==> src/rtl/universal_shift_reg.sv <==
// Universal WIDTH-bit register: hold, shift right/left, parallel load, saturating shift counter.
// Optional registered parity output is enabled by defining USR_PARITY_EN.
module universal_shift_reg #(
  parameter int unsigned            WIDTH     = 8,
  parameter logic [WIDTH-1:0]       RESET_VAL = '0,
  localparam int unsigned           CNT_W     = $clog2(WIDTH + 1)
) (
  input  logic             clk,
  input  logic             rst_n,
  input  logic             en,
  input  logic             clr,
  input  logic [1:0]       mode,
  input  logic             sir,
  input  logic             sil,
  input  logic [WIDTH-1:0] d,
  output logic [WIDTH-1:0] q,
  output logic             sor,
  output logic             sol,
  output logic [CNT_W-1:0] shift_cnt,
  output logic             drained
`ifdef USR_PARITY_EN
  ,
  output logic             parity
`endif
);

  typedef enum logic [1:0] {
    MODE_HOLD = 2'b00,
    MODE_SHR  = 2'b01,
    MODE_SHL  = 2'b10,
    MODE_LOAD = 2'b11
  } mode_e;

  localparam logic [CNT_W-1:0] CNT_MAX = CNT_W'(WIDTH);

  mode_e            op;
  logic [WIDTH-1:0] q_next;
  logic [CNT_W-1:0] cnt_next;
  logic [CNT_W-1:0] cnt_inc;

  assign op      = mode_e'(mode);
  assign cnt_inc = (shift_cnt == CNT_MAX) ? CNT_MAX : shift_cnt + 1'b1;

  always_comb begin
    q_next   = q;
    cnt_next = shift_cnt;
    if (clr) begin
      q_next   = RESET_VAL;
      cnt_next = '0;
    end else if (en) begin
      unique case (op)
        MODE_HOLD: ;
        MODE_SHR: begin
          q_next   = {sir, q[WIDTH-1:1]};
          cnt_next = cnt_inc;
        end
        MODE_SHL: begin
          q_next   = {q[WIDTH-2:0], sil};
          cnt_next = cnt_inc;
        end
        MODE_LOAD: begin
          q_next   = d;
          cnt_next = '0;
        end
        default: ;
      endcase
    end
  end

  always_ff @(posedge clk or negedge rst_n) begin
    if (!rst_n) begin
      q         <= RESET_VAL;
      shift_cnt <= '0;
    end else begin
      q         <= q_next;
      shift_cnt <= cnt_next;
    end
  end

`ifdef USR_PARITY_EN
  // Parity tracks the value being written so it never lags q.
  always_ff @(posedge clk or negedge rst_n) begin
    if (!rst_n) parity <= ^RESET_VAL;
    else        parity <= ^q_next;
  end
`endif

  assign sor     = q[0];
  assign sol     = q[WIDTH-1];
  assign drained = (shift_cnt == CNT_MAX);

endmodule

==> config.mk <==
export PLATFORM = sky130hd
export DESIGN_NAME = universal_shift_reg
export DESIGN_NICKNAME = d
export VERILOG_FILES = /design/src/rtl/universal_shift_reg.sv
export SDC_FILE = /design/constraint.sdc
export NUM_CORES = 1
export LEC_CHECK = 0
export ABC_AREA = 1
export CAP_MARGIN = 20
export CORE_AREA = 2 2 55 57
export CTS_CLUSTER_DIAMETER = 30
export DETAILED_ROUTE_END_ITERATION = 16
export DIE_AREA = 0 0 57 59
export SKIP_CTS_REPAIR_TIMING = 1
export SKIP_LAST_GASP = 1
export SYNTH_ARGS = -nofsm -noshare
export SYNTH_HDL_FRONTEND = slang
export SYNTH_SLANG_ARGS = --single-unit
export TNS_END_PERCENT = 100
==> constraint.sdc <==
create_clock -name clk -period 2.3 [get_ports clk]
set_clock_uncertainty 0.05 [all_clocks]
set_input_delay 0.23 -clock clk [delete_from_list [all_inputs] [get_ports clk]]
set_output_delay 0.23 -clock clk [all_outputs]
set_load 0.02 [all_outputs]
# == After elaboration in Yosys (flattened, before gate mapping) ==
# Index checks and enable logic that the tools add are counted.
# totals
in_bits,16
reg_bits,12
# op_classes
eq_ne,4
addsub,1
reduce_logical,6
muxes,7
# ops
op,n
8-bit case mux with 3 select lines,1
8-bit 2-to-1 mux,2
4-bit 2-to-1 mux,3
4-bit case mux with 2 select lines,1
"4-bit by 1-bit adder with 4-bit output, second input constant",1
"2-bit equality test, second input constant",2
"4-bit equality test, second input constant",1
2-bit AND reduction,2
4-bit nonzero test,1
3-bit nonzero test,1
"2-bit by 1-bit equality test with 1-bit output, second input constant",1
2-bit nonzero test,1
2-bit OR reduction,1

# == Depth between registers and ports, before layout ==
# Gate-level depths: netlist of run 1.
# logic_depth
word_depth,5
depth_mapped,9
depth_no_buf,8

# == Least setup slack after synthesis of run 1 ==
# Ideal clock, no wire load.
# synth_timing
kind,reg-to-output
from,register shift_cnt[0]
to,output drained
t_required_ns,2.020
n_path_buf,0
stages_incl_launch_ff,5
arrival_ns,0.995
path_slack_ns,1.025
path_cell_list,dfrtp_1 > inv_1 > ha_1 > nand3_1 > inv_1
# synth_via
elab_chain_len,1
# synth_rtl
element,line,text
from (decl),19,"output logic [CNT_W-1:0] shift_cnt,"
from (signal assigned),76,shift_cnt <= cnt_next;
4-bit equality test,90,assign drained = (shift_cnt == CNT_MAX);
to (decl),20,output logic drained
# No other way between the ends.

# == Worst setup path after layout of run 1 ==
# Same ends and word-level chain as after synthesis.

==> results of run 1 <==
-- cell families (layout without fill, tap and decap cells) --
| group | count (synthesis) | count (layout) | synth area share |
|---|---|---|---|
| AOI/OAI and AO/OA | 1 | 1 | 0.00621 |
| and+or+nand+nor | 85 | 85 | 0.457 |
| buffers and inverters | 16 | 46 | 0.102 |
| adders and majority gates | 4 | 4 | 0.0621 |
| DFF | 12 | 12 | 0.373 |
-- layout make-up --
type                            count  area (um^2)  area share
Sequential cell                    12          300       0.261
Timing Repair Buffer               31          308       0.268
Multi-Input combinational cell     90          423       0.368
Tap cell                           31         38.8      0.0337
Inverter                           11         43.8      0.0381
Clock buffer                        4         36.3      0.0316
-- state kept, by name, indices dropped and copies added (netlist names) --
signal,flops
q,8
shift_cnt,4
-- synth_stat cells, drive strengths merged --
| cell | n | area (um^2) |
|---|---|---|
| o21ai | 1 | 5.00 |
| nand3 | 13 | 65.1 |
| inv | 11 | 43.8 |
| ha | 4 | 50.1 |
| dfrtp | 12 | 300 |
| nor2 | 3 | 28.8 |
| nand2 | 67 | 262 |
| nand4 | 2 | 12.5 |
| buf | 5 | 38.8 |
-- where the power goes --
part	total (uW)	internal, uW	switching [uW]
registers	235	221	13.6
clock network	168	96.0	71.8
logic	141	67.2	73.5
-- per-stage QoR --
stage	worst slack, ns	instance area (um^2)	cells	util	hold WS, ns
after floorplan	1.03	806	118	-	-0.116
after global placement	0.510	1110	175	0.411	0.475
after detailed placement	0.474	1110	175	0.411	0.481
after CTS	0.255	1150	179	0.424	0.283
after global routing	0.182	1150	179	0.424	0.310
final	0.264	1150	179	0.424	0.276
-- worst paths after layout --
check                                          from                       end  slack [ns]  cells after the start
setup / recovery           shift_cnt[0]$_DFFE_PN0P_                   drained        0.26                      5
hold / removal                                rst_n          q[7]$_DFFE_PN0P_        0.28                      1
setup reg to reg           shift_cnt[0]$_DFFE_PN0P_  shift_cnt[2]$_DFFE_PN0P_        1.11                      7
hold reg to reg                    q[0]$_DFFE_PN0P_          q[0]$_DFFE_PN0P_        0.50                      2
max in group asynchronous                     rst_n          q[3]$_DFFE_PN0P_        1.55                      1
min in group clk                   q[0]$_DFFE_PN0P_          q[0]$_DFFE_PN0P_        0.50                      2
-- per-layer routing --
layer,global-route usage,up-vias,routed length [um]
li1,-,421,-
met1,0.171,377,969
met2,0.195,23,896
met3,0.0284,0,123
met4,0.0432,0,0
met5,0,-,0
==> results.md, run 1 <==
* Static leakage at 0.000588 uW
* Delay of the slowest critical-path stage at 0.59 ns
* Fraction of layout cells with a size suffix above 1 at 0.0811
* Die Y at 59 um
* Synthesized Nets at 138
* I/O pin count at 31
* CTS tree: yes
* Final net count at 169
* Fillers at 306
* Largest net degree at the start of global routing at 13
* CTS Buf Count at 3
* First-pass GRT wire length at 3.33 mm
* Final worst path period need at 2.04 ns
* Drt via density at 4.59
* Commonest non-fill, non-tap cell in the layout: nand2_1
* Overall routing resource usage at 0.125
* Bufs and invs on worst path at 3
* WP data arrival at 1.76 ns
* Number of port buffers at 30
* Crit share post-route at 0.885
* Core footprint at 2710 um^2
* Worst setup SP type: flop
* Run status: completed
* Crit path max fanout at 6
* YS warnings at 0
* Flops & latches, synth at 12
* Final setup viols at 0
* WP data required at 2.02 ns
* Root buf cell: clkbuf_4
* Hpwl dp at 1.50 mm
* Synth Instances at 118
* Worst min-delay path class: in -> async
* Clk buf depth at 2
* Initial DRC count at 26
* Final hold violations at 0
* Post-Syn Area per Cell at 6.83 um^2
* F_max at 0.491 GHz
* Clock-pin slew on the worst setup and hold paths at 0.08 ns
* Die area at 3360 um^2
* Synth unique cells at 16
* # rows at 19
* Max VDD drop at 0.205 mV
* DR vias at 821
* Rel. slew slack at 0.615
* Final setup TNS at 0 ns
* Most frequent CP cell: inv_1
* Worst-skew pair later-pin latency at 0.27 ns
* Pwr per Cell Area at 472 nW/um^2
* Die X at 57 um
* Post-synthesis sequential area ratio at 0.373
* Commonest cells after routing, fill and taps aside: nand2_1 (65), clkdlybuf4s50_1 (30), nand3_1 (13)
* Unrepaired setup endpoints after global routing: no
* Worst setup path category: reg -> out
* DRC violations left at 0
* Initial antenna violation count at 0
* Routed WL per cell at 11.1 um
* Max cap viols at 0
* Slew Viols, Final at 0
* Vias in the first global route at 753
* Tot Pwr at 543 uW
* Least-Margin Pin Slew at 0.576 ns
* DRT Wirelength at 1.99 mm
* Starting Density at 0.297
* Routability congestion estimate at 0.785
* Mapped cell area at 806 um^2
* CP delay by family, top: buffers and inverters
* Clock sinks at 12
* Crit end category: output port
* P&R area growth vs syn at 42.7%
* CP cell instances: inv_1, ha_1, nand3_1, inv_1, clkdlybuf4s50_1
* Post-route ant nets at 0
* # diodes at 0
* Slowest stage cell, crit path: clkdlybuf4s50_1
* First-pass DRT Iterations at 4
* Global route overflow at 0
* CTS H-Tree Depth at 1
Power figures use the tool's default switching activity.
==> inputs of run 2 (changes only) <==
--- a/config.mk
+++ b/config.mk
@@ -6,7 +6,7 @@
 export NUM_CORES = 1
 export LEC_CHECK = 0
 export ABC_AREA = 1
-export CAP_MARGIN = 20
+export CAP_MARGIN = 25
 export CORE_AREA = 2 2 55 57
 export CTS_CLUSTER_DIAMETER = 30
 export DETAILED_ROUTE_END_ITERATION = 16
==> results of run 2 <==
Final layout, timing and power as in run 1 (identical DEF).
